===== src/rtl/oled_i2c_writer.sv =====
// ============================================================================
// Module      : oled_i2c_writer
// Description : I2C master write engine. Sends a 3-byte frame
//               {slave addr, control, data} as START, bytes+ACK, STOP.
// Revision    : 1.0 - initial release
// ============================================================================
`default_nettype none

module oled_i2c_writer #(
    parameter int CLK_FREQ = 50_000_000,
    parameter int I2C_FREQ = 400_000
) (
    input  logic        clk_50m,
    input  logic        rst,
    input  logic        i_start,
    input  logic [23:0] i_data,
    output logic        o_busy,
    output logic        o_write_done,
    output logic        o_ack_err,
    output logic        o_scl,
    output logic        o_sda_oe,
    input  logic        i_sda
);

    localparam int QTR  = CLK_FREQ / (4 * I2C_FREQ);
    localparam int c_QW = (QTR > 1) ? $clog2(QTR) : 1;
    localparam logic [c_QW-1:0] c_QTR_LAST = c_QW'(QTR - 1);

    localparam logic [2:0] c_ST_IDLE  = 3'd0;
    localparam logic [2:0] c_ST_START = 3'd1;
    localparam logic [2:0] c_ST_BIT   = 3'd2;
    localparam logic [2:0] c_ST_ACK   = 3'd3;
    localparam logic [2:0] c_ST_STOP  = 3'd4;
    localparam logic [2:0] c_ST_DONE  = 3'd5;

    logic [2:0]      r_state,   w_state;
    logic [c_QW-1:0] r_qcnt,    w_qcnt;
    logic [1:0]      r_quarter, w_quarter;
    logic [2:0]      r_bit,     w_bit;
    logic [1:0]      r_byte,    w_byte;
    logic [23:0]     r_shift,   w_shift;
    logic            r_nack,    w_nack;
    logic            r_ack_err, w_ack_err;
    logic            r_scl,     w_scl;
    logic            r_sda_oe,  w_sda_oe;
    logic            r_busy;
    logic            r_done;
    logic            w_tc;
    logic            w_slot_end;

    always_comb begin
        w_state    = r_state;
        w_qcnt     = r_qcnt;
        w_quarter  = r_quarter;
        w_bit      = r_bit;
        w_byte     = r_byte;
        w_shift    = r_shift;
        w_nack     = r_nack;
        w_ack_err  = r_ack_err;
        w_tc       = (r_qcnt == c_QTR_LAST);
        w_slot_end = w_tc && (r_quarter == 2'd3);

        case (r_state)
            c_ST_IDLE: begin
                if (i_start) begin
                    w_state   = c_ST_START;
                    w_qcnt    = '0;
                    w_quarter = 2'd0;
                    w_bit     = 3'd0;
                    w_byte    = 2'd0;
                    w_shift   = i_data;
                    w_nack    = 1'b0;
                    w_ack_err = 1'b0;
                end
            end
            c_ST_DONE: begin
                w_state   = c_ST_IDLE;
                w_qcnt    = '0;
                w_quarter = 2'd0;
                w_bit     = 3'd0;
                w_byte    = 2'd0;
            end
            default: begin
                w_qcnt = w_tc ? '0 : r_qcnt + 1'b1;
                if (w_tc) begin
                    w_quarter = r_quarter + 2'd1;
                end
                // Slave answer is taken on the final clock of the SCL-high first half
                if ((r_state == c_ST_ACK) && w_tc && (r_quarter == 2'd2)) begin
                    w_nack = i_sda;
                    if (i_sda) begin
                        w_ack_err = 1'b1;
                    end
                end
                if (w_slot_end) begin
                    case (r_state)
                        c_ST_START: w_state = c_ST_BIT;
                        c_ST_BIT: begin
                            w_shift = {r_shift[22:0], 1'b0};
                            w_bit   = r_bit + 3'd1;
                            if (r_bit == 3'd7) begin
                                w_state = c_ST_ACK;
                            end
                        end
                        c_ST_ACK: begin
                            if (r_nack || (r_byte == 2'd2)) begin
                                w_state = c_ST_STOP;
                            end else begin
                                w_state = c_ST_BIT;
                                w_byte  = r_byte + 2'd1;
                            end
                        end
                        c_ST_STOP: w_state = c_ST_DONE;
                        default:   w_state = r_state;
                    endcase
                end
            end
        endcase

        // Line levels are derived from the next state so they register in step with it
        w_scl    = 1'b1;
        w_sda_oe = 1'b0;
        case (w_state)
            c_ST_START: begin
                w_scl    = (w_quarter != 2'd3);
                w_sda_oe = w_quarter[1];
            end
            c_ST_BIT: begin
                w_scl    = w_quarter[1];
                w_sda_oe = ~w_shift[23];
            end
            c_ST_ACK: begin
                w_scl    = w_quarter[1];
                w_sda_oe = 1'b0;
            end
            c_ST_STOP: begin
                w_scl    = (w_quarter != 2'd0);
                w_sda_oe = ~w_quarter[1];
            end
            default: begin
                w_scl    = 1'b1;
                w_sda_oe = 1'b0;
            end
        endcase
    end

    always_ff @(posedge clk_50m) begin
        if (rst) begin
            r_state   <= c_ST_IDLE;
            r_qcnt    <= '0;
            r_quarter <= 2'd0;
            r_bit     <= 3'd0;
            r_byte    <= 2'd0;
            r_shift   <= 24'd0;
            r_nack    <= 1'b0;
            r_ack_err <= 1'b0;
            r_scl     <= 1'b1;
            r_sda_oe  <= 1'b0;
            r_busy    <= 1'b0;
            r_done    <= 1'b0;
        end else begin
            r_state   <= w_state;
            r_qcnt    <= w_qcnt;
            r_quarter <= w_quarter;
            r_bit     <= w_bit;
            r_byte    <= w_byte;
            r_shift   <= w_shift;
            r_nack    <= w_nack;
            r_ack_err <= w_ack_err;
            r_scl     <= w_scl;
            r_sda_oe  <= w_sda_oe;
            r_busy    <= (w_state != c_ST_IDLE);
            r_done    <= (w_state == c_ST_DONE);
        end
    end

    assign o_busy       = r_busy;
    assign o_write_done = r_done;
    assign o_ack_err    = r_ack_err;
    assign o_scl        = r_scl;
    assign o_sda_oe     = r_sda_oe;

endmodule

`default_nettype wire


===== config.mk =====
export PLATFORM = sky130hd
export DESIGN_NAME = oled_i2c_writer
export DESIGN_NICKNAME = d
export VERILOG_FILES = /design/src/rtl/oled_i2c_writer.sv
export SDC_FILE = /design/constraint.sdc
export NUM_CORES = 1
export LEC_CHECK = 0
export BUFFER_PORTS_ARGS = -buffer_cell sky130_fd_sc_hd__buf_2
export CAP_MARGIN = 5
export CORE_UTILIZATION = 45
export DETAILED_ROUTE_END_ITERATION = 8
export GPL_ROUTABILITY_DRIVEN = 0
export PLACE_DENSITY = 0.66
export SETUP_SLACK_MARGIN = 0.3
export SYNTH_ARGS = -nofsm -noshare
export SYNTH_HDL_FRONTEND = slang
export SYNTH_SLANG_ARGS = --single-unit

===== constraint.sdc =====
create_clock -name clk_50m -period 2.4 [get_ports clk_50m]
set_input_delay 0.24 -clock clk_50m [delete_from_list [all_inputs] [get_ports clk_50m]]
set_output_delay 0.24 -clock clk_50m [all_outputs]
set_load 0.02 [all_outputs]

Word-level counts from Yosys, hierarchy flattened

Cells that the tools add are included.

Word-level logic and storage cells: 91
Bits of input ports: 28
Register bits after elaboration: 45

Add/subtract/negate cells: 4
Bitwise logic cells: 3
Equality and inequality tests: 18
Reductions and logical operators: 20
Multiplexer cells: 33

Operators with widths:

| kind                | number |
|---|---|
| $mux 24             | 3 |
| $pmux 24 s2         | 1 |
| $mux 3              | 7 |
| $eq 3x3->1 const B  | 5 |
| $eq 3x2->1 const B  | 4 |
| $mux 2              | 6 |
| $pmux 3 s2          | 2 |
| $pmux 3 s4          | 1 |
| $reduce_and 4->1    | 3 |
| $reduce_bool 3->1   | 4 |
| $mux 5              | 2 |
| $pmux 5 s2          | 1 |
| $reduce_bool 2->1   | 5 |
| $pmux 2 s2          | 2 |
| $eq 2x2->1 const B  | 3 |
| $eq 3x1->1 const B  | 2 |
| $pmux 1 s3          | 2 |
| $reduce_and 3->1    | 2 |
| $add 5x1->5 const B | 1 |
| $eq 5x5->1 const B  | 1 |
| $add 2x1->2 const B | 2 |
| $mux 1              | 4 |
| $ne 2x2->1 const B  | 2 |
| $pmux 1 s2          | 2 |
| other kinds (7)     | 11 |

Logic depth before layout (Yosys ltp)

Gate-level depths: netlist of the first run.

Depth after elaboration: 9
Mapped depth: 9
Mapped depth without buffers: 8

Worst setup path after synthesis of the first run

No wires, ideal clock.

Path type: flip-flop to flip-flop
From: register r_qcnt[0]
To: register r_sda_oe (netlist: o_sda_oe)
Setup slack: 0.486 ns
Cell stages (with the launch flop): 10
Arrival: 1.856 ns
Setup time: 0.058 ns
Cells stage by stage: dfxtp_1 inv_1 ha_1 and4_4 and4_1 buf_6 a221o_1 o22ai_1 a22o_1 and2b_1

Longest elaborated chain between the ends: 6
Elaborated cells on any way between the ends: 14

RTL lines:

| item                                      | line | source |
|---|---|---|
| from (decl)                               | 37   | `logic [c_QW-1:0] r_qcnt, w_qcnt;` |
| from (signal assigned)                    | 163  | `r_qcnt <= w_qcnt;` |
| $eq 5x5->1 (*)                            | 60   | `w_tc = (r_qcnt == c_QTR_LAST);` |
| $logic_and 1x1->1                         | 61   | `w_slot_end = w_tc && (r_quarter == 2'd3);` |
| $mux 3 or $mux 24 (tied branches)         | 95   | `if (w_slot_end) begin` |
| $pmux 3 s2 or $pmux 24 s2 (tied branches) | 63   | `case (r_state)` |
| $eq 3x3->1, or another cell as far along  | 123  | `case (w_state)` |
| $pmux 1 s3 (*)                            | 123  |  |
| to (signal assigned)                      | 171  | `r_sda_oe <= w_sda_oe;` |
| to (decl)                                 | 45   | `logic r_sda_oe, w_sda_oe;` |

Mark *: on every way between the ends. The rest lies on a longest branch, timed or not. The select of a mux whose other input is x is not followed.
A chain may end at the register's enable or synchronous reset.

Final worst setup path of the first run

From: register r_qcnt[1]
To: register r_bit[2]

Longest elaborated chain between the ends: 4

RTL lines:

| item                        | line | source |
|---|---|---|
| $eq 5x5->1                  | 60   |  |
| $logic_and 1x1->1           | 61   |  |
| $reduce_bool 3->1 (no line) | n/a  |  |
| $reduce_and 3->1 (no line)  | n/a  |  |
| to (signal assigned)        | 165  | `r_bit <= w_bit;` |
| to (decl)                   | 39   | `logic [2:0] r_bit, w_bit;` |

Every way passes these cells.

==> results of run 1 <==
final cells by class:
class                   count  area (sq um)  share of cell area
clock buffers               6         72.57             0.03007
clock inverters             2         38.79             0.01607
inverters                   6         22.52            0.009331
multi-input cells         177          1096              0.4541
flip-flops and latches     45         905.9              0.3753
well taps                  52         65.06             0.02696
repair buffers             39         212.7             0.08813
worst max path at each step:
stage / start / end / slack (ns) / cells after the start
after global routing: r_qcnt[1] / r_bit[2] / 0.33 / 7
after floorplan: r_qcnt[0] / o_sda_oe / 0.49 / 9
final: r_qcnt[1] / r_bit[2] / 0.48 / 7
after global placement: r_quarter[1] / o_sda_oe / 0.43 / 7
after CTS: r_qcnt[0] / o_busy / 0.37 / 8
after detailed placement: r_qcnt[1] / o_busy / 0.39 / 7
synthesized netlist by cell type, types with 2 or more instances:
library cell / count
nand3_1: 7
clkbuf_1: 13
nor2_1: 22
dfxtp_1: 45
a22oi_1: 25
nand2_1: 31
inv_1: 4
a21oi_2: 2
nand2b_1: 3
nor2b_1: 2
a31oi_1: 3
nand4_1: 2
o21ai_1: 4
nor4_1: 3
buf_4: 2
nand3b_1: 2
o22ai_1: 2
a21oi_1: 33
a41oi_1: 2
a311oi_1: 3
ha_1: 7
through the flow:
step	hold WS [ns]	worst slack [ns]
finish	0.1942	0.4794
CTS	0.1870	0.3699
global placement	0.4425	0.4343
detailed placement	0.4484	0.3909
global route	0.2196	0.3320
floorplan	0.4008	0.4862
state kept, by name, indices dropped and copies added, names as in the netlist:
signal and count:
o_write_done 1, r_nack 1, r_state 3, r_bit 3, o_ack_err 1, r_quarter 2
o_sda_oe 1, r_qcnt 5, r_shift 24, o_busy 1, r_byte 2, o_scl 1
where the power goes:
group | internal [W] | total (W) | switching [W]
clock | 0.000313 | 0.000574 | 0.000261
sequential | 0.000777 | 0.000801 | 0.0000233
combinational | 0.0000670 | 0.000150 | 0.0000833
cell families (layout without fill, tap and decap cells):
group / count (synthesis) / in the layout / share of synthesized area
XOR/XNOR: 2 / 2 / 0.008375
adder cells (fa/ha/maj): 7 / 7 / 0.04186
flip-flops: 45 / 45 / 0.4306
buffers and inverters: 24 / 53 / 0.05083
multiplexers: 1 / 1 / 0.004785
AO/OA/AOI/OAI: 85 / 85 / 0.2686
AND/OR/NAND/NOR: 82 / 82 / 0.1950
critical path, stage by stage (launching register included):
cell and delay, ns:
dfxtp_1 0.42, ha_1 0.20, and4_4 0.28, and4_1 0.23, buf_4 0.29, o21ai_1 0.17
a22oi_1 0.16, nor2_1 0.05
placed cells by master, fill, tap and decap left out, types with 3 or more instances in the layout:
| cell | n |
|---|---|
| a21oi_1 | 33 |
| a22oi_1 | 25 |
| a311oi_1 | 3 |
| a31oi_1 | 3 |
| buf_2 | 32 |
| buf_4 | 7 |
| clkbuf_8 | 5 |
| dfxtp_1 | 41 |
| dfxtp_2 | 4 |
| ha_1 | 6 |
| inv_1 | 4 |
| nand2_1 | 31 |
| nand2b_1 | 3 |
| nand3_1 | 7 |
| nor2_1 | 21 |
| nor4_1 | 3 |
| o21ai_1 | 4 |
routing by layer:
layer,vias to the layer above,track usage
li1,955,-
met3,4,0.04906
met4,0,0.08000
met5,-,0
met2,37,0.3194
met1,872,0.2471
timing repair:
action	4_1_cts	5_1_grt
setup buffers	0	1
gates resized for setup	0	7
setup endpoints to repair	0	5
hold buffers	0	0
==> out/results.tsv, run 1 <==
metric	value	unit
Final nets	309	
largest cells by area after synthesis	dfxtp_1 43%, a22oi_1 9.0%, a21oi_1 7.9%	
Routed WL per cell	13.77	microns
Post-Syn Nets	281	
post-route non-filler standard cell count	327	
Final ANT Viol Nets	0	
Tot Pwr	0.001525	W
placed inst area	2278	sq um
initial core utilization	0.4739	
die area	4925	sq um
synthesized cell area	2092	sq um
Seq/Total Area, Yosys	0.4306	
cell count of the worst hold path	3	
DRT iter0 DRCs	206	
hold path endpoint	r_shift[0]	
post-synth top area share	0.4306	
Post-synth EDFFs	0	
Synth Flop Type	dfxtp_1	
site row count	24	
H-tree Lvls	2	
pwr/cell area	631.7	nW/um^2
layout cells sized above 1	0.2145	
clock root buffer	clkbuf_8	
CTS tree	built	
Crit Path Max Fanout	26	
wl on met1	2.206	mm
CP startpoint kind	register	
crit share post-route	0.8002	
Port Buffers	32	
RR Startpoint	r_qcnt[1]	
vias per inst	5.713	
DR pass1 iterations	4	
endpoints failing setup	0	
r2r setup slk	0.48	ns
Critical Path Sink Type	register	
pin count of the biggest net entering global routing	35	
HP Class	in -> reg	
Die Ht	70.18	microns
clock buffer depth	2	
relative slew slack	0.7357	
VDD IR max	317.5	uV
max-slew violations	0	
ANT cells	0	
Fmax achieved	520.7	MHz
worst path required time	2.58	ns
placed cell count	318	
Lkg Pwr	0.9030	nW
Inserted Clock Buffers	5	
global-route wire length before repair	7.679	mm
post-synth top area cell	dfxtp_1	
detailed-route via count	1868	
# clock sinks	45	
IO Pins	33	
CORE AREA	4414	sq um
Die X	70.18	microns
Tmin final	1.921	ns
Arrival @ worst endpoint	2.10	ns
RSZ-0062 raised after global routing	false	
vias in the first global route	1715	
met2 WL post-DR	2.110	mm
top layer in use	met4	
Finished Core Util	0.5468	
antenna violations before repair	0	
Post-Syn Instances	246	
Synth Register Bits	45	
critical path class	reg -> reg	
Layout Area Growth over Synthesis	15.37	%
dpl hpwl	3.012	mm
clk_lat worst skew	0.30	ns
GRT Resource Usage Total	0.1961	
setup TNS	0	ns
Yosys Warn Count	0	
Finished Cell Area	2414	sq um
Worst Tran Pin Value	0.3964	ns
Distinct cells, synth	50	
r2r endpoint	r_bit[2]	
synthesized area per cell	8.504	sq um
skew final	0.009659	ns
Fin. Hold Viols	0	
Post-synth ARST share	0	
hold path startpoint	i_data[0]	
drt drc	0	
reg2reg path depth	7	
fillers	432	
total gr overflow	0	
status	completed	
clock slew at reported path FFs	0.08	ns
max_cap viols	0	
Routed WL	4.502	mm
metal3 WL	135	microns
Power figures use the tool's default switching activity.
==> run 2, diff against run 1 <==
==> constraint.sdc (replaced) <==
create_clock -name clk_50m -period 1.8 [get_ports clk_50m]
set_input_delay 0.18 -clock clk_50m [delete_from_list [all_inputs] [get_ports clk_50m]]
set_output_delay 0.18 -clock clk_50m [all_outputs]
set_load 0.02 [all_outputs]
==> out/results.tsv, run 2 (synthesis results as in run 1) <==
metric	value	unit	change
most frequent cells in the layout	38 x dfxtp_1, 32 x buf_2, 29 x nand2_1, 28 x a21oi_1, 26 x buf_4		
HP Class	in -> reg		
Finished Cell Area	3219	sq um	+33%
placed inst area	2455	sq um	+7.7%
failing checks	negative setup slack		
dpl hpwl	3.139	mm	+4.2%
CORE AREA	4414	sq um	unchanged
initial core utilization	0.4739		unchanged
Worst Tran Pin Value	0.3959	ns	-0.0005094 ns
Routed WL per cell	16.71	microns	+21%
Port Buffers	32		unchanged
commonest non-fill, non-tap cell in the layout	dfxtp_1		
Die Ht	70.18	microns	unchanged
VDD IR max	428.6	uV	+35%
setup TNS	-0.04498	ns	-0.04498 ns
DR pass1 iterations	4		unchanged
critical path class	reg -> reg		
GRT Resource Usage Total	0.2368		+0.04071
site row count	24		unchanged
die area	4925	sq um	unchanged
Fin. Hold Viols	0		unchanged
clock slew at reported path FFs	0.09	ns	about the same
endpoints failing setup	1		+1
antenna violations before repair	0		unchanged
Arrival @ worst endpoint	2.10	ns	about the same
Final nets	350		+13%
# clock sinks	45		unchanged
DRT iter0 DRCs	183		-11%
CP startpoint kind	register		
global-route wire length before repair	9.315	mm	+21%
Layout Area Growth over Synthesis	53.89	%	
Tmin final	1.845	ns	-0.07560 ns
pin count of the biggest net entering global routing	33		-5.7%
total gr overflow	0		unchanged
detailed-route via count	2148		+15%
clock root buffer	clkbuf_8		
max-slew violations	0		unchanged
RSZ-0062 raised after global routing	true		
Die X	70.18	microns	unchanged
IO Pins	33		unchanged
vias in the first global route	2005		+17%
max reg flops	24		unchanged
clk_lat worst skew	0.31	ns	about the same
drt drc	0		unchanged
Regs by FF count	r_shift (24), r_qcnt (5)		
Lkg Pwr	1.221	nW	+35%
status	complete, but fails checks		
H-tree Lvls	2		unchanged
relative slew slack	0.7339		-0.001857
Fmax achieved	542.0	MHz	+4.1%
largest register by flop count	r_shift		
r2r setup slk	-0.04	ns	-0.52 ns
Crit Path Max Fanout	8		-69%
ANT cells	0		unchanged
vias per inst	5.837		+2.2%
Worst Slack Setup Final	-0.04498	ns	-0.5244 ns
worst path required time	2.06	ns	-0.52 ns
clock buffer depth	2		unchanged
max_cap viols	0		unchanged
Final ANT Viol Nets	0		unchanged
layout cells sized above 1	0.4905		+0.2760
CTS tree	built		
crit share post-route	1.025		+0.2247
skew final	0.01285	ns	+0.003190 ns
Inserted Clock Buffers	5		unchanged
Critical Path Sink Type	register		
Routed WL	6.149	mm	+37%
pwr/cell area	634.9	nW/um^2	+0.51%
[run 2: cell types whose count changed in the layout (fill, tap and decap cells not counted), moves of 3 or more]
cell      previous run  this run
a22oi_1             25         2
nand2b_1             3         0
a22oi_2              0        23
a21oi_1             33        28
dfxtp_1             41        38
a21oi_2              2         6
nand2b_4             0         3
buf_6                0        11
buf_4                7        26
buf_12               0         7
[run 2: final timing paths]
| check | endpoint | startpoint | cells after the start |
|---|---|---|---|
| setup / recovery | o_sda_oe | r_state[0] | 7 |
| hold reg to reg | r_shift[9] | r_shift[9] | 2 |
| setup reg to reg | o_sda_oe | r_state[0] | 7 |
| hold / removal | r_shift[0] | i_data[0] | 3 |
[run 2: worst max-delay path, cell delays in order, from the launching register on]
cell     delay (ns)
dfxtp_2        0.35
buf_12         0.15
nor4b_4        0.38
a21oi_2        0.08
a221o_1        0.34
o22ai_1        0.22
a22o_1         0.16
and2b_1        0.11
[run 2: power breakdown]
part	internal (W)	total (W)	switching, W
Combinational	0.000168	0.000336	0.000168
Sequential	0.00103	0.00106	0.0000274
Clock	0.000276	0.000646	0.000371
[run 2: layer usage]
layer	global-route usage	part of all wire
met1	0.3123	0.45
met2	0.3707	0.47
met3	0.04473	0.048
met4	0.1156	0.034
met5	0	0
[run 2: final cells by class]
class | instances | area (sq um)
Multi-Input combinational cell | 177 | 1395
Tap cell | 52 | 65.06
Fill cell | 290 | 1195
Clock buffer | 5 | 68.82
Inverter | 6 | 22.52
Timing Repair Buffer | 80 | 732.0
Sequential cell | 45 | 914.6
Clock inverter | 3 | 21.27
[run 2: per-stage QoR]
stage	worst slack [ns]	hold slack, ns	cells	total power, W	util
6_report	-0.04498	0.1304	368	0.002044	0.7293
3_5_place_dp	0.01171	0.4447	335	0.001314	0.5561
4_1_cts	0.09076	0.1255	361	0.002010	0.6834
3_3_place_gp	0.02923	0.4329	335	0.001311	0.5561
2_1_floorplan	0.08104	0.3408	246	0.001228	-
5_1_grt	-0.09655	0.1330	368	0.002114	0.7293
[run 2: what timing repair did]
item | 4_1_cts | 5_1_grt
setup endpoints to repair | 37 | 41
resized for setup | 51 | 28
setup buffers | 15 | 6
cloned | 3 | 1
pin swaps | 25 | 22
hold buffers | 0 | 0
==> run 3, diff against run 2 <==
--- a/config.mk
+++ b/config.mk
@@ -7,10 +7,10 @@
 export LEC_CHECK = 0
 export BUFFER_PORTS_ARGS = -buffer_cell sky130_fd_sc_hd__buf_2
 export CAP_MARGIN = 5
-export CORE_UTILIZATION = 45
+export CORE_UTILIZATION = 55
 export DETAILED_ROUTE_END_ITERATION = 8
 export GPL_ROUTABILITY_DRIVEN = 0
-export PLACE_DENSITY = 0.66
+export PLACE_DENSITY = 0.78
 export SETUP_SLACK_MARGIN = 0.3
 export SYNTH_ARGS = -nofsm -noshare
 export SYNTH_HDL_FRONTEND = slang
==> out/results.tsv, run 3 (synthesis results as in run 1) <==
metric	value	unit	change
Arrival @ worst endpoint	2.04	ns	-0.06 ns
drt drc	0		unchanged
layout cells sized above 1	0.4397		-0.05077
DR pass1 iterations	5		+1
ANT cells	0		unchanged
HP Class	in -> reg		
max_cap viols	0		unchanged
max reg flops	24		unchanged
CTS tree	built		
Worst Tran Pin Value	0.3599	ns	-0.03596 ns
Die X	63.68	microns	-9.3%
CP startpoint kind	register		
max-slew violations	0		unchanged
VDD IR max	550.7	uV	+28%
Regs by FF count	r_shift (24), r_qcnt (5)		
# clock sinks	45		unchanged
placed cell count	329		-1.8%
Worst Slack Setup Final	-0.04104	ns	+0.003936 ns
Final nets	341		-2.6%
hold path endpoint	r_shift[0]		
commonest non-fill, non-tap cell in the layout	dfxtp_1		
largest register by flop count	r_shift		
Critical Path Sink Type	register		
clock buffer depth	2		unchanged
r2r endpoint	o_busy		
RSZ-0062 raised after global routing	true		
Sw Share	0.2803		+0.003098
reg2reg path depth	8		+1
Int Power	0.001450	W	-1.9%
H-tree Lvls	2		unchanged
site row count	22		-8.3%
Die Ht	63.68	microns	-9.3%
global-route wire length before repair	9.073	mm	-2.6%
pin count of the biggest net entering global routing	34		+3.0%
endpoints failing setup	2		+1
Tmin final	1.841	ns	-0.003936 ns
pwr/cell area	685.9	nW/um^2	+8.0%
Routed WL per cell	18.04	microns	+8.0%
Final ANT Viol Nets	0		unchanged
GRT Resource Usage Total	0.2888		+0.05197
Port Buffers	32		unchanged
CP max-delay cell	dfxtp_2		
vias per inst	6.276		+7.5%
Routed WL	6.404	mm	+4.1%
cell count of the worst hold path	3		unchanged
crit share post-route	1.023		-0.002187
clock root buffer	clkbuf_8		
r2r setup slk	-0.04	ns	about the same
antenna violations before repair	0		unchanged
Tot Pwr	0.002014	W	-1.5%
DRT iter0 DRCs	257		+40%
worst path required time	2.00	ns	-0.06 ns
skew final	0.008282	ns	-0.004567 ns
RR Startpoint	r_quarter[1]		
largest stage delay on the critical path	0.36	ns	-0.02 ns
failing checks	negative setup slack		
hold_buf cts	0		unchanged
Fin. Hold Viols	0		unchanged
detailed-route via count	2228		+3.7%
fillers	227		-22%
critical path class	reg -> reg		
most frequent cells in the layout	37 x dfxtp_1, 32 x buf_2, 30 x buf_4, 29 x nand2_1, 28 x a21oi_1		
Layout Area Growth over Synthesis	40.37	%	
Comb power frac	0.149		-0.016
status	complete, but fails checks		
Psw	0.0005645	W	-0.36%
relative slew slack	0.7600		+0.02617
IO Pins	33		unchanged
CP Cell Sequence	ha_2 -> buf_4 -> nand2b_4 -> nor2_4 -> a21oi_2 -> a31oi_1 -> nor2_1 -> or3_1		
Fmax achieved	543.2	MHz	+0.21%
initial core utilization	0.5714		+0.09751
CORE AREA	3661	sq um	-17%
clk_lat worst skew	0.31	ns	about the same
Crit Path Max Fanout	4		-4
Seq pwr share	0.526		+0.007
total gr overflow	0		unchanged
hold path startpoint	i_data[0]		
Clk pwr share	0.325		+0.009
Inserted Clock Buffers	5		unchanged
Lkg Pwr	1.139	nW	-6.7%
post-route non-filler standard cell count	355		-3.5%
clock slew at reported path FFs	0.09	ns	about the same
dpl hpwl	3.257	mm	+3.7%
die area	4055	sq um	-18%
vias in the first global route	2040		+1.7%
==> run 3: cell types whose count changed in the layout (fill, tap and decap cells not counted), moves of 2 or more <==
cell,before,now
a41oi_2,2,0
buf_6,11,4
buf_12,7,3
a22oi_1,2,15
nand2_2,0,2
a41oi_1,0,2
nand2_4,2,0
a22oi_2,23,10
buf_4,26,30
o21ai_2,0,2
==> run 3: power groups by stage <==
stage	Sequential, W	Clock (W)	Combinational, W
2_1_floorplan	0.00108	0	0.000150
3_5_place_dp	0.00108	0	0.000233
6_report	0.00106	0.000656	0.000300
4_1_cts	0.00106	0.000650	0.000270
5_1_grt	0.00106	0.000708	0.000322
3_3_place_gp	0.00108	0	0.000229
==> run 3: worst max-delay path: cells and delay by family (launching register included) <==
family / cells / cell delay, ns
adders and majority gates: 1 / 0.21
DFF: 1 / 0.36
and+or+nand+nor: 4 / 0.73
buffers and inverters: 1 / 0.14
AOI/OAI and AO/OA: 2 / 0.29
==> run 3: metal layers <==
metal / global-route usage / up-vias / part of all wire
met5: 0 / - / 0
met2: 0.4721 / 101 / 0.51
met4: 0.1420 / 0 / 0.028
met1: 0.3517 / 1082 / 0.42
met3: 0.06884 / 22 / 0.051
li1: - / 1023 / -
==> run 3: what timing repair did <==
item                                    CTS  global route
buffers inserted                         12             5
cloned                                    1             0
endpoints found under the setup margin   38            40
pin swaps                                12            10
resized for setup                        42            15
==> run 3: worst max-delay path by stage <==
stage | start | endpoint | depth (start not counted)
after floorplan | r_qcnt[0] | o_sda_oe | 9
after global placement | r_qcnt[0] | o_busy | 8
after detailed placement | r_qcnt[0] | o_sda_oe | 8
after CTS | r_qcnt[0] | o_sda_oe | 8
after global routing | r_quarter[0] | o_busy | 8
final | r_quarter[1] | o_busy | 8
==> run 3: through the flow <==
| stage | hold slack, ns | area [sq um] | setup TNS (ns) | setup WS (ns) | utilization |
|---|---|---|---|---|---|
| 2_1_floorplan | 0.3408 | 2135 | 0 | 0.08104 | - |
| 3_3_place_gp | 0.4274 | 2435 | 0 | 0.01232 | 0.6651 |
| 3_5_place_dp | 0.4462 | 2435 | -0.05918 | -0.04047 | 0.6651 |
| 4_1_cts | 0.1294 | 2833 | 0 | 0.05372 | 0.7738 |
| 5_1_grt | 0.1554 | 2937 | -0.2156 | -0.09356 | 0.8021 |
| 6_report | 0.1328 | 2937 | -0.05464 | -0.04104 | 0.8021 |
==> run 3: cell type report <==
type                       count  area [sq um]  share of cell area
clock buffer                   5         68.82             0.02343
tap                           48         60.06             0.02045
clock inverter                 3         21.27            0.007243
timing repair buffer          71         533.0              0.1815
multi-input combinational    177          1315              0.4478
sequential                    45         915.9              0.3119
inverter                       6         22.52            0.007669
